`config.mk`:
```
export PLATFORM = sky130hd
export DESIGN_NAME = uart_rx_core
export DESIGN_NICKNAME = d
export VERILOG_FILES = /design/src/rtl/uart_rx_pkg.sv /design/src/rtl/sync_falling_edge.sv /design/src/rtl/uart_rx_core.sv
export SDC_FILE = /design/constraint.sdc
export NUM_CORES = 1
export LEC_CHECK = 0
export BUFFER_PORTS_ARGS = -buffer_cell sky130_fd_sc_hd__buf_2
export CORE_MARGIN = 5
export CORE_UTILIZATION = 30
export DETAILED_ROUTE_END_ITERATION = 6
export PLACE_DENSITY = 0.55
export SLEW_MARGIN = 40
export SYNTH_ARGS = -nofsm -noshare
export SYNTH_HDL_FRONTEND = slang
export SYNTH_SLANG_ARGS = --single-unit
```
`constraint.sdc`:
```
create_clock -name clk -period 1.9 [get_ports clk]
set_input_delay 0.095 -clock clk [delete_from_list [all_inputs] [get_ports clk]]
set_output_delay 0.095 -clock clk [all_outputs]
set_load 0.05 [all_outputs]
```
`src/rtl/uart_rx_pkg.sv`:
```
// uart_rx_pkg: shared types and constants for the UART receive core.
//   DATA_BITS_DEFAULT : default number of data bits per frame
//   rx_state_e        : receive FSM state encoding
package uart_rx_pkg;

    localparam int unsigned DATA_BITS_DEFAULT = 8;

    typedef enum logic [2:0] {
        StIdle,
        StStart,
        StRecv,
        StStop,
        StLoad
    } rx_state_e;

endpackage

```
`src/rtl/sync_falling_edge.sv`:
```
// sync_falling_edge: two-flop synchronizer for an asynchronous line plus a
// falling-edge detector on the synchronized value. All flops reset to 1 so an
// idle-high line does not produce a spurious edge out of reset.
// Ports:
//   clk        rising-edge clock
//   n_rst      synchronous active-low reset
//   async_in   asynchronous input line
//   sync_out   synchronized line value
//   fall       1 when previous synchronized value was 1 and current is 0
module sync_falling_edge (
    input  logic clk,
    input  logic n_rst,
    input  logic async_in,
    output logic sync_out,
    output logic fall
);

    logic meta_q;
    logic sync_q;
    logic prev_q;

    always_ff @(posedge clk) begin
        if (!n_rst) begin
            meta_q <= 1'b1;
            sync_q <= 1'b1;
            prev_q <= 1'b1;
        end else begin
            meta_q <= async_in;
            sync_q <= meta_q;
            prev_q <= sync_q;
        end
    end

    assign sync_out = sync_q;
    assign fall     = prev_q & ~sync_q;

endmodule

```
`src/rtl/uart_rx_core.sv`:
```
// uart_rx_core: UART receiver core. Bit timing comes from an external counter:
// timer_enable runs it, shift_strobe is its rollover. Data is LSB-first.
// Ports:
//   clk            rising-edge clock
//   n_rst          synchronous active-low reset
//   serial_in      asynchronous UART line, idle high
//   shift_strobe   bit-period strobe, honoured in START/RECV/STOP only
//   data_read      consumer took rx_data (one-cycle pulse)
//   timer_enable   bit-period counter enable, decoded from state
//   rx_data        last good received word
//   data_ready     rx_data holds an unread word
//   overrun_error  a good word overwrote an unread word
//   framing_error  last frame had a stop bit of 0
module uart_rx_core
    import uart_rx_pkg::*;
#(
    parameter int unsigned DATA_BITS = DATA_BITS_DEFAULT
) (
    input  logic                 clk,
    input  logic                 n_rst,
    input  logic                 serial_in,
    input  logic                 shift_strobe,
    input  logic                 data_read,
    output logic                 timer_enable,
    output logic [DATA_BITS-1:0] rx_data,
    output logic                 data_ready,
    output logic                 overrun_error,
    output logic                 framing_error
);

    localparam int unsigned CntW = $clog2(DATA_BITS + 1);
    localparam logic [CntW-1:0] LastBit = CntW'(DATA_BITS - 1);

    rx_state_e state_q, state_d;

    logic                 line;
    logic                 start_edge;
    logic [DATA_BITS-1:0] shift_q, shift_d;
    logic [CntW-1:0]      count_q, count_d;
    logic                 stop_q, stop_d;
    logic [DATA_BITS-1:0] rx_data_q, rx_data_d;
    logic                 ready_q, ready_d;
    logic                 overrun_q, overrun_d;
    logic                 framing_q, framing_d;

    sync_falling_edge u_sync (
        .clk      (clk),
        .n_rst    (n_rst),
        .async_in (serial_in),
        .sync_out (line),
        .fall     (start_edge)
    );

    // State register
    always_ff @(posedge clk) begin
        if (!n_rst) begin
            state_q <= StIdle;
        end else begin
            state_q <= state_d;
        end
    end

    // Next-state logic
    always_comb begin
        state_d = state_q;
        unique case (state_q)
            StIdle: begin
                if (start_edge) state_d = StStart;
            end
            StStart: begin
                // A high sample means the start edge was a glitch.
                if (shift_strobe) state_d = line ? StIdle : StRecv;
            end
            StRecv: begin
                if (shift_strobe && (count_q == LastBit)) state_d = StStop;
            end
            StStop: begin
                if (shift_strobe) state_d = StLoad;
            end
            StLoad: begin
                state_d = StIdle;
            end
            default: begin
                state_d = StIdle;
            end
        endcase
    end

    // Output decode
    always_comb begin
        timer_enable = 1'b0;
        unique case (state_q)
            StStart, StRecv, StStop: timer_enable = 1'b1;
            default:                 timer_enable = 1'b0;
        endcase
    end

    // Datapath next-state
    always_comb begin
        shift_d   = shift_q;
        count_d   = count_q;
        stop_d    = stop_q;
        rx_data_d = rx_data_q;
        ready_d   = ready_q;
        overrun_d = overrun_q;
        framing_d = framing_q;

        if (data_read) begin
            ready_d   = 1'b0;
            overrun_d = 1'b0;
        end

        unique case (state_q)
            StIdle: begin
                if (start_edge) begin
                    count_d   = '0;
                    framing_d = 1'b0;
                end
            end
            StRecv: begin
                if (shift_strobe) begin
                    shift_d = {line, shift_q[DATA_BITS-1:1]};
                    count_d = count_q + 1'b1;
                end
            end
            StStop: begin
                if (shift_strobe) stop_d = line;
            end
            StLoad: begin
                if (stop_q) begin
                    // A load beats a same-cycle read; overrun only if unread.
                    rx_data_d = shift_q;
                    ready_d   = 1'b1;
                    if (ready_q && !data_read) overrun_d = 1'b1;
                end else begin
                    framing_d = 1'b1;
                end
            end
            default: begin
            end
        endcase
    end

    always_ff @(posedge clk) begin
        if (!n_rst) begin
            shift_q   <= '0;
            count_q   <= '0;
            stop_q    <= 1'b0;
            rx_data_q <= '0;
            ready_q   <= 1'b0;
            overrun_q <= 1'b0;
            framing_q <= 1'b0;
        end else begin
            shift_q   <= shift_d;
            count_q   <= count_d;
            stop_q    <= stop_d;
            rx_data_q <= rx_data_d;
            ready_q   <= ready_d;
            overrun_q <= overrun_d;
            framing_q <= framing_d;
        end
    end

    assign rx_data       = rx_data_q;
    assign data_ready    = ready_q;
    assign overrun_error = overrun_q;
    assign framing_error = framing_q;

endmodule

```
==> out/results.tsv <==
metric	value	unit
path_class	flop to flop	
max_freq	683.3	MHz
post-route-period-util	77.03	%
yosysWarnings	0	
syn_area	1204	µm²
async_reset_ff_share	0	%
clkPwrFrac	47.9	%
r2r-end	count_q[2]	
final_max_slew_viol_count	0	
top_usage_layer	met2	
numCtsBuffers	5	
viasPerCell	4.665	
cp-end-kind	flop	
cts_buffer_depth	2	
p_int	1.032	mW
grt_max_degree	22	
place_area	1292	µm²
drtAntennaViolNets	0	
finalHoldViolations	0	
whs_endpoint	u_sync.meta_q	
post_route_cells_drive_above_1_share	19.15	%
dpl.cell_count	181	
antennaDiodeCount	0	
clk_pin_slew	0.07	ns
cts_resized	0	
ios	17	
post-route-drc-count	0	
power.switching	265.1	µW
synth_edf_count	0	
skew	0.005482	ns
synth_flop_cell	dfxtp_1	
r2r_setup_slack	0.44	ns
insertion_delay	0.28	ns
initial_core_util	30.53	%
hold_depth	2	
grt_pass1_wl	3857	µm
first_iter_violations	43	
gp_congestion	0.7919	
netlist.area_leader.share	49.90	%
switching_share	20.43	%
rows	23	
max_cap_violations	0	
wl_per_cell	11.55	µm
final_util	36.05	%
grt_util_met2	15.29	%
nets	146	
dieArea	5379	µm²
p_per_area	912.8	nW/µm²
run_status	complete, no violations	
drt_wl_total	2207	µm
area_growth	18.09	%
use_met1	10.01	%
worstPathArrival	1.65	ns
post_cts_buffers	0	
relSlewSlack	56.37	%
syn-num-nets	128	
clock-sinks	30	
worstSetupStartpoint	state_q[1]	
r2r-start	state_q[1]	
ys_top_cells_by_area	dfxtp_1, mux2i_1, nor2_1	
pwr-share-comb	2.9	%
period_minus_slack	1.464	ns
setup_violations	0	
cpPeakStageDelay	0.59	ns
vdd_drop_max	621.7	µV
r2r_cells	3	
firstDrtPassIters	4	
ys_top_cells_by_count	dfxtp_1, nor2_1, mux2i_1, a21oi_1, nand2b_1	
cts_max_level	2	
synth.distinct_cells	27	
fin_tns_setup	0	ns
fp.dieW	73.34	µm
post-route-cell-area	1421	µm²
worstMarginPinSlew	0.6538	ns
grt_usage	9.397	%
crit_chain	and4bb_4 > a21oi_1 > a311oi_1	
grt_pass1_vias	888	
power	1.297	mW
hold_start	n_rst	
seq_area_frac_synth	49.90	%
met3_usage	5.062	%
synthCells	122	
detailed_place_hpwl	1486	µm
stdcell_count	191	
start_kind	flop	
design.core.area	3943	µm²
cts_root_buffer	clkbuf_8	
grt_overflow	0	
path_max_fanout	15	
cpMaxStageDelayCell	dfxtp_1	
vias	891	
cts_hold_buf	1	
io_buffers	16	
rsz0062_at_grt	no	
required	2.09	ns
ys_ff_latch	30	
p_leak	0.5565	nW
seqPwrFrac	49.1	%
die_h	73.34	µm
cts_tree	built	
yosysMostFrequentCell	dfxtp_1	
syn_avg_cell_area	9.866	µm²
antenna_found_initial	0	
hp-class	primary input to flop	
yosysTopAreaCell	dfxtp_1	
==> flip-flops by register name, summed over array words and instances (netlist names) <==
name	flops
rx_data	8
shift_q	8
count_q	4
state_q	3
data_ready	1
framing_error	1
overrun_error	1
stop_q	1
u_sync.meta_q	1
u_sync.prev_q	1
u_sync.sync_out	1
==> cell type report <==
type / instances / area (µm²)
clock buffer: 5 / 68.82
clock inverter: 3 / 40.04
fill: 390 / 2521
inverter: 2 / 7.507
multi-input combinational: 83 / 541.8
sequential: 30 / 600.6
tap: 50 / 62.56
timing repair buffer: 18 / 100.1
==> stage by stage <==
stage / hold WS [ns] / worst slack [ns]
3_5_place_dp: 0.2805 / 0.4434
6_report: 0.08156 / 0.4364
2_1_floorplan: 0.1743 / 0.5551
3_3_place_gp: 0.2749 / 0.4995
5_1_grt: 0.08177 / 0.3285
4_1_cts: 0.00005945 / 0.4294
==> worst max path at each step <==
stage / end / cells after the start
finish: count_q[2] / 3
floorplan: timer_enable / 3
global route: shift_q[3] / 3
detailed placement: count_q[2] / 3
CTS: count_q[2] / 3
global placement: rx_data[0] / 3
==> per-layer routing <==
layer	up-vias	part of all wire, %
met4	0	1.4
met1	416	47
li1	453	-
met5	-	0
met2	18	46
met3	4	5.2
==> cells by family after synthesis <==
family,synth area share [%]
and+or+nand+nor,21.52
muxes,14.97
adders and majority gates,1.039
DFF,49.90
AOI/OAI and AO/OA,7.485
buffers and inverters,5.094
==> critical path, delay by kind of cell, from the launching register on <==
family / cells / cell delay (ns)
and+or+nand+nor: 1 / 0.45
AOI/OAI and AO/OA: 2 / 0.33
DFF: 1 / 0.59
==> power groups by stage <==
stage                     Clock [mW]  Sequential (mW)  Combinational (mW)
final                          0.622            0.638              0.0379
after global routing           0.674            0.638              0.0415
after CTS                      0.635            0.637              0.0367
after detailed placement           0            0.652              0.0350
after global placement             0            0.652              0.0344
after floorplan                    0            0.648              0.0277
==> cells in the final DEF, fill, tap and decap left out, types with 3 or more instances in the layout <==
master	n
dfxtp_1	30
buf_2	16
o21ai_0	3
a21oi_1	6
mux2i_1	18
nor2_1	25
clkbuf_8	5
nand4b_1	3
nand3_1	3
nand2_1	5
nand2b_1	6
Note: power is estimated with default switching activity, not from simulation.
